`src/rtl/mem_reader_if.sv`:
```
// Read-port and output-stream bundle between mem_reader, its memory and its consumer.
// master = mem_reader side; slave = memory/consumer side.
interface mem_reader_if #(
   parameter int ADDR_WIDTH = 4,
   parameter int DATA_WIDTH = 8
);
   logic                  mem_r_en;
   logic [ADDR_WIDTH-1:0] mem_r_addr;
   logic [DATA_WIDTH-1:0] mem_r_data;
   logic [DATA_WIDTH-1:0] out_data;
   logic                  out_valid;
   logic                  out_ready;

   modport master (
      output mem_r_en, mem_r_addr, out_data, out_valid,
      input  mem_r_data, out_ready
   );

   modport slave (
      input  mem_r_en, mem_r_addr, out_data, out_valid,
      output mem_r_data, out_ready
   );
endinterface

```
`src/rtl/mem_reader.sv`:
```
// Walks [first_addr..last_addr] (wrapping) over a sync-read memory, one word per 3 cycles.
// Latency start->out_valid 2 cycles; stalls in SEND holding out_data while out_ready is low.
module mem_reader #(
   parameter int ADDR_WIDTH = 4,
   parameter int DATA_WIDTH = 8
) (
   input  logic                  clk,
   input  logic                  rst,
   input  logic                  start,
   input  logic [ADDR_WIDTH-1:0] first_addr,
   input  logic [ADDR_WIDTH-1:0] last_addr,
   output logic                  busy,
   output logic                  done,
   mem_reader_if.master          bus
);

   typedef enum logic [2:0] {
      ST_IDLE,
      ST_ISSUE,
      ST_CAPTURE,
      ST_SEND,
      ST_DONE
   } state_t;

   state_t                state;
   logic [ADDR_WIDTH-1:0] cur;
   logic [ADDR_WIDTH-1:0] stop_addr;
   logic                  r_en;
   logic [DATA_WIDTH-1:0] data_q;
   logic                  valid_q;

   always_ff @(posedge clk) begin
      if (rst) begin
         state     <= ST_IDLE;
         cur       <= '0;
         stop_addr <= '0;
         busy      <= 1'b0;
         done      <= 1'b0;
         r_en      <= 1'b0;
         data_q    <= '0;
         valid_q   <= 1'b0;
      end else begin
         done <= 1'b0;
         r_en <= 1'b0;
         case (state)
            ST_IDLE: begin
               if (start) begin
                  cur       <= first_addr;
                  stop_addr <= last_addr;
                  r_en      <= 1'b1;
                  busy      <= 1'b1;
                  state     <= ST_ISSUE;
               end
            end
            ST_ISSUE: begin
               state <= ST_CAPTURE;
            end
            ST_CAPTURE: begin
               data_q  <= bus.mem_r_data;
               valid_q <= 1'b1;
               state   <= ST_SEND;
            end
            ST_SEND: begin
               if (bus.out_ready) begin
                  valid_q <= 1'b0;
                  if (cur == stop_addr) begin
                     done  <= 1'b1;
                     state <= ST_DONE;
                  end else begin
                     // read enable is registered so the next ISSUE cycle drives it
                     cur   <= cur + ADDR_WIDTH'(1);
                     r_en  <= 1'b1;
                     state <= ST_ISSUE;
                  end
               end
            end
            ST_DONE: begin
               busy  <= 1'b0;
               state <= ST_IDLE;
            end
            default: begin
               state <= ST_IDLE;
            end
         endcase
      end
   end

   assign bus.mem_r_en   = r_en;
   assign bus.mem_r_addr = cur;
   assign bus.out_data   = data_q;
   assign bus.out_valid  = valid_q;

endmodule

```
`src/flat_wrapper.sv`:
```
// flat-port wrapper written by rule: the top's interface ports become plain ports
module mem_reader_flat 
#(
   parameter int ADDR_WIDTH = 4,
   parameter int DATA_WIDTH = 8
)
  (clk, rst, start, first_addr, last_addr, busy, done, bus_mem_r_en, bus_mem_r_addr, bus_out_data, bus_out_valid, bus_mem_r_data, bus_out_ready);
  mem_reader_if #(.ADDR_WIDTH(ADDR_WIDTH), .DATA_WIDTH(DATA_WIDTH)) bus_i ();
  input  logic clk;
  input  logic rst;
  input  logic start;
  input  logic [ADDR_WIDTH-1:0] first_addr;
  input  logic [ADDR_WIDTH-1:0] last_addr;
  output logic busy;
  output logic done;
  output wire logic [$bits(bus_i.mem_r_en)-1:0] bus_mem_r_en;
  output wire logic [$bits(bus_i.mem_r_addr)-1:0] bus_mem_r_addr;
  output wire logic [$bits(bus_i.out_data)-1:0] bus_out_data;
  output wire logic [$bits(bus_i.out_valid)-1:0] bus_out_valid;
  input wire logic [$bits(bus_i.mem_r_data)-1:0] bus_mem_r_data;
  input wire logic [$bits(bus_i.out_ready)-1:0] bus_out_ready;
  assign bus_mem_r_en = bus_i.mem_r_en;
  assign bus_mem_r_addr = bus_i.mem_r_addr;
  assign bus_out_data = bus_i.out_data;
  assign bus_out_valid = bus_i.out_valid;
  assign bus_i.mem_r_data = bus_mem_r_data;
  assign bus_i.out_ready = bus_out_ready;
  mem_reader #(.ADDR_WIDTH(ADDR_WIDTH), .DATA_WIDTH(DATA_WIDTH)) u_core (.clk(clk), .rst(rst), .start(start), .first_addr(first_addr), .last_addr(last_addr), .busy(busy), .done(done), .bus(bus_i));
endmodule
```
`config.mk`:
```
export PLATFORM = sky130hd
export DESIGN_NAME = mem_reader_flat
export DESIGN_NICKNAME = d
export VERILOG_FILES = /design/src/rtl/mem_reader_if.sv /design/src/rtl/mem_reader.sv /design/src/flat_wrapper.sv
export SDC_FILE = /design/constraint.sdc
export NUM_CORES = 1
export LEC_CHECK = 0
export BUFFER_PORTS_ARGS = -buffer_cell sky130_fd_sc_hd__buf_2
export CAP_MARGIN = 0
export CORE_UTILIZATION = 52
export DETAILED_ROUTE_END_ITERATION = 7
export PLACE_DENSITY = 0.88
export RECOVER_POWER = 25
export SLEW_MARGIN = 20
export SYNTH_ARGS = -nofsm -noshare
export SYNTH_HDL_FRONTEND = slang
export SYNTH_SLANG_ARGS = --single-unit
```
`constraint.sdc`:
```
create_clock -name clk -period 2.4 [get_ports clk]
set_input_delay 0.12 -clock clk [delete_from_list [all_inputs] [get_ports clk]]
set_output_delay 0.12 -clock clk [all_outputs]
set_load 0.02 [all_outputs]
```
# Yosys cells after proc, flatten, opt, wreduce, memory -nomap -nowiden
# Cells that the tools add are included.
[classes]
n_mux = 17
n_bitwise = 2
addsub = 1
eq_ne = 8
reduce_logical = 10
[ops]
columns = ["cell", "n"]
rows = [
  ["2-to-1 mux 4 bit", 3],
  ["one-hot mux 3 bit (4 select lines)", 1],
  ["2-to-1 mux 3 bit", 3],
  ["one-hot mux 4 bit (2 select lines)", 1],
  ["AND reduction 2 bit", 4],
  ["== test 3 x 2 -> 1 bit, second input constant", 2],
  ["2-to-1 mux 1 bit", 6],
  ["inequality test 2 bit, second input constant", 3],
  ["one-hot mux 1 bit (2 select lines)", 3],
  ["nonzero test 2 bit", 3],
  ["adder 4 x 1 -> 4 bit, second input constant", 1],
  ["== test 4 bit", 1],
  ["AND reduction 4 bit", 1],
  ["== test 3 x 1 -> 1 bit, second input constant", 1],
  ["== test 3 bit, second input constant", 1],
  ["zero test 3 bit", 1],
  ["OR reduction 3 bit", 1],
  ["inverter 1 bit", 2],
]
[totals]
out_inout_bits = 16
register_bits = 23
input_bits = 20

# Depth between registers and ports, before layout
[logic_depth]
ltp_word = 4
mapped_depth = 6
depth_no_buf = 4

# Worst setup path before layout
# OpenSTA, ideal clock, no wires.
[synth_path]
kind = "flip-flop to flip-flop"
start = "register u_core.cur[1], in the netlist u_core.bus.mem_r_addr[1]"
end = "register u_core.cur[0], in the netlist u_core.bus.mem_r_addr[0]"
setup_time_ns = 0.086
path_slack_ns = 0.981
stages_incl_launch_ff = 5
t_arrival_ns = 1.334
t_required_ns = 2.314
path_cell_list = "dfxtp_1 -> xnor2_1 -> nand4_2 -> o2111a_1 -> a211oi_1"
[synth_via]
elab_chain_len = 3
[synth_lines]
columns = ["element", "line", "rtl"]
rows = [
  ["start: declaration", "mem_reader.sv:26", "logic [ADDR_WIDTH-1:0] cur;"],
  ["start signal: assignment", "mem_reader.sv:48", "cur <= first_addr;"],
  ["start signal: assignment", "mem_reader.sv:71", "cur <= cur + ADDR_WIDTH'(1);"],
  ["== test 4 bit", "mem_reader.sv:66", "if (cur == stop_addr) begin"],
  ["inequality test 2 bit (no source line)", "-", ""],
  ["AND reduction 4 bit (no source line)", "-", ""],
]
# Every way passes these cells.
# A chain may end at the register's enable or synchronous reset.

# Worst setup path after layout
[layout_path]
start = "register u_core.state[1]"
end = "register u_core.cur[2], in the netlist u_core.bus.mem_r_addr[2]"
[layout_via]
elab_chain_len = 3
word_cells_on_any_way = 8
cone_classes = "eq/ne (4); mux (1); reduce/logical (3)"
[layout_lines]
columns = ["element", "line", "rtl"]
rows = [
  ["start: declaration", "mem_reader.sv:25", "state_t state;"],
  ["start signal: assignment", "mem_reader.sv:34", "state <= ST_IDLE;"],
  ["start signal: assignment", "mem_reader.sv:52", "state <= ST_ISSUE;"],
  ["start signal: assignment", "mem_reader.sv:56", "state <= ST_CAPTURE;"],
  ["== test 3 x 2 -> 1 bit or zero test 3 bit (tied branches)", "mem_reader.sv:45", "case (state)"],
  ["inequality test 2 bit (no source line) or nonzero test 2 bit (tied branches)", "-", ""],
  ["AND reduction 4 bit (no source line)", "-", ""],
]
# Parallel ways exist; a longest one is shown, timed or not.

==> impl_metrics.csv <==
group,metric,value,unit
die,die_y,46.96,µm
clocking,clock_tree.root_cell,"clkbuf_4",
grt,grt_util_all_layers,0.2166,
pwr,p_leak,0.5065,nW
route,drc,0,
sta,fmax,610.1,MHz
synthesis,syn_nets,128,
route,vias,898,
final_layout,seqCellArea,460.4,µm²
placement,dp.cells,161,
synthesis,yosysUniqueCellTypes,33,
die,core,0.001802,mm²
sta,tightest_slew,0.4927,ns
clocking,postCtsResizedCells,0,
route,drt-total-wl,2.135,mm
clocking,cts-htree-levels,1,
grt,antenna_found_initial,0,
sta,fin_ws,0.7609,ns
sta,whs,0.03866,ns
final_layout,area_growth,17.98,%
synthesis,yosysWarnings,0,
clocking,cts_buffers,3,
setup_path,cpPeakStageDelay,0.55,ns
route,first_pass_iters,4,
synthesis,netlist_area,0.001051,mm²
flow_run,maxCapViolCount,0,
clocking,holdBufCountCts,0,
synthesis,ys_seq_area_frac,0.4381,
final_layout,utilization,0.6882,
sta,fin_crit,1.639,ns
setup_path,worst-path-buf-inv,0,
sta,fin_crit_sh,0.6829,
setup_path,crit_slowest_cell,"dfxtp_1",
setup_path,end_kind,"flip-flop",
setup_path,crit_family,"simple AND/OR/NAND/NOR gates",
setup_path,critPathKind,"flip-flop to flip-flop",
sta,final_max_slew_viol_count,0,
sta,finalSetupTns,0,ns
placement,gp_congestion,0.8145,
clocking,clk_pin_slew,0.13,ns
sta,finalSetupViolations,0,
sta,relSlewSlack,0.6701,
final_layout,drive_above_1_share,0.2714,
final_layout,fin_nets,162,
die,num_rows,15,
final_layout,fill_cells,159,
final_layout,layoutNonFillerInstCount,165,
route,detail_route.wl_per_cell,12.94,µm
clocking,clock_latency,0.31,ns
placement,dp_slack,0.7984,ns
placement,io_buffer_count,35,
setup_path,cp.required,2.62,ns
sta,hold_viol_final,0,
route,drt_iter0_markers,17,
setup_path,cp-start-kind,"flip-flop",
setup_path,cp.arrival,1.86,ns
synthesis,synth-async-reset-ratio,0,
clocking,cts_max_path_buffers,2,
clocking,cts_setup_buffers,0,
synthesis,avgSynthCellArea,9.823,µm²
synthesis,synth-edff-count,0,
grt,grt_max_degree,25,
synthesis,synth_top_flop_cell,"dfxtp_1",
die,fp.dieArea,0.002205,mm²
final_layout,n_antenna_cell,0,
synthesis,ys_ff_latch,23,
min_path,hold_class,"input port to flip-flop",
final_layout,multiInputGateArea,538.0,µm²
die,io_pins,36,
run_status,status,"finished clean",
placement,dpl.hpwl,1.576,mm
pwr,power_density,683.8,mW/mm²
grt,grt_pass1_vias,784,
clocking,cts_tree,"done",
setup_path,crit_fanout,11,
clocking,clock-sinks,23,
route,routed_via_density,5.442,
sta,clock_skew,0.003600,ns
sta,rsz0062_at_grt,"false",
route,ant_nets,0,
grt,grt_pass1_wl,3.325,mm
die,initial_core_util,0.5833,
pwr,ir_worst_vdd,0.0004087,V
synthesis,postSynthCellCount,107,
grt,grt-ovfl-total,0,
die,die_x,46.96,µm
setup_path,path_cells,"nand3b_1 -> nor3b_1 -> a21oi_1 -> o32ai_1",
## synthesized netlist by cell type (2+ instances only)
| cell type | n | area, µm² |
|---|---|---|
| nor3_1 | 4 | 20.02 |
| nor3b_1 | 3 | 22.52 |
| o32ai_1 | 2 | 17.52 |
| clkbuf_1 | 2 | 7.510 |
| buf_2 | 3 | 15.01 |
| dfxtp_1 | 23 | 460.4 |
| mux2i_1 | 13 | 130.1 |
| nand2_1 | 5 | 18.77 |
| nor2_1 | 18 | 67.56 |
| inv_1 | 3 | 11.26 |
| nand3_1 | 2 | 10.01 |
| a211oi_1 | 2 | 15.01 |
| xnor2_1 | 4 | 35.03 |
| a21oi_1 | 3 | 15.01 |
| o211ai_1 | 2 | 15.01 |
## sequential cells by signal (all words and copies together) (netlist names)
name,cells
u_core.bus.mem_r_addr,4
u_core.bus.out_valid,1
u_core.stop_addr,4
u_core.bus.mem_r_en,1
u_core.busy,1
u_core.state,3
u_core.bus.out_data,8
u_core.done,1
## cell families after synthesis
group,synth area share
AOI/OAI and AO/OA,0.1143
DFF,0.4381
and+or+nand+nor,0.2286
buffers and inverters,0.05000
xor gates and xnor gates,0.03333
muxes,0.1238
adders and majority gates,0.01190
## worst register-to-register path: cells and delay by family, from the launching register on
kind / cells / cell delay, ns
AO/OA/AOI/OAI: 2 / 0.29
flip-flops: 1 / 0.55
AND/OR/NAND/NOR: 2 / 0.72
## metrics by stage
step	cell area, µm²	total power [mW]
2_1_floorplan	1051	0.6219
3_3_place_gp	1224	0.6736
3_5_place_dp	1224	0.6812
4_1_cts	1251	0.8552
5_1_grt	1240	0.8920
6_report	1240	0.8479
## layout make-up
| class | instances | share of cell area |
|---|---|---|
| repair buffers | 36 | 0.1382 |
| flip-flops and latches | 23 | 0.3713 |
| well taps | 25 | 0.02523 |
| clock buffers | 3 | 0.01816 |
| inverters | 3 | 0.009082 |
| clock inverters | 1 | 0.004036 |
| multi-input cells | 74 | 0.4339 |
## power breakdown
part | switching, mW | internal [mW] | total [mW]
clock network | 0.116 | 0.0622 | 0.178
logic | 0.124 | 0.0945 | 0.219
registers | 0.0356 | 0.415 | 0.451
total | 0.276 | 0.572 | 0.848
## layout by cell type (no fill, tap or decap), drive strengths merged
cell type,instances
buf,27
dfxtp,23
nor2,18
mux2i,13
clkbuf,12
nand2,5
xnor2,4
nor3,4
a21oi,4
nor3b,3
inv,3
nand3,2
o32ai,2
o211ai,2
a211oi,2
o21ai,2
nor4b,2
nand3b,1
nand4,1
or3b,1
and3b,1
nand2b,1
o2111a,1
nor4,1
o21bai,1
a221oi,1
and4,1
ha,1
clkinv,1
## path summary, 6_finish.rpt
path / endpoint / from / depth (start not counted) / slack [ns]
worst min register to register: u_core.busy / u_core.busy / 2 / 0.48
worst max-delay path: u_core.bus.mem_r_addr[2] / u_core.state[1] / 4 / 0.76
worst min-delay path: u_core.stop_addr[0] / last_addr[0] / 3 / 0.04
worst max register to register: u_core.bus.mem_r_addr[2] / u_core.state[1] / 4 / 0.76
## metal layers
metal	track usage	share of wire
met3	0.06154	0.063
met2	0.3639	0.47
met1	0.2613	0.45
met5	0	0
met4	0.08571	0.011
Note: power is estimated with default switching activity, not from simulation.
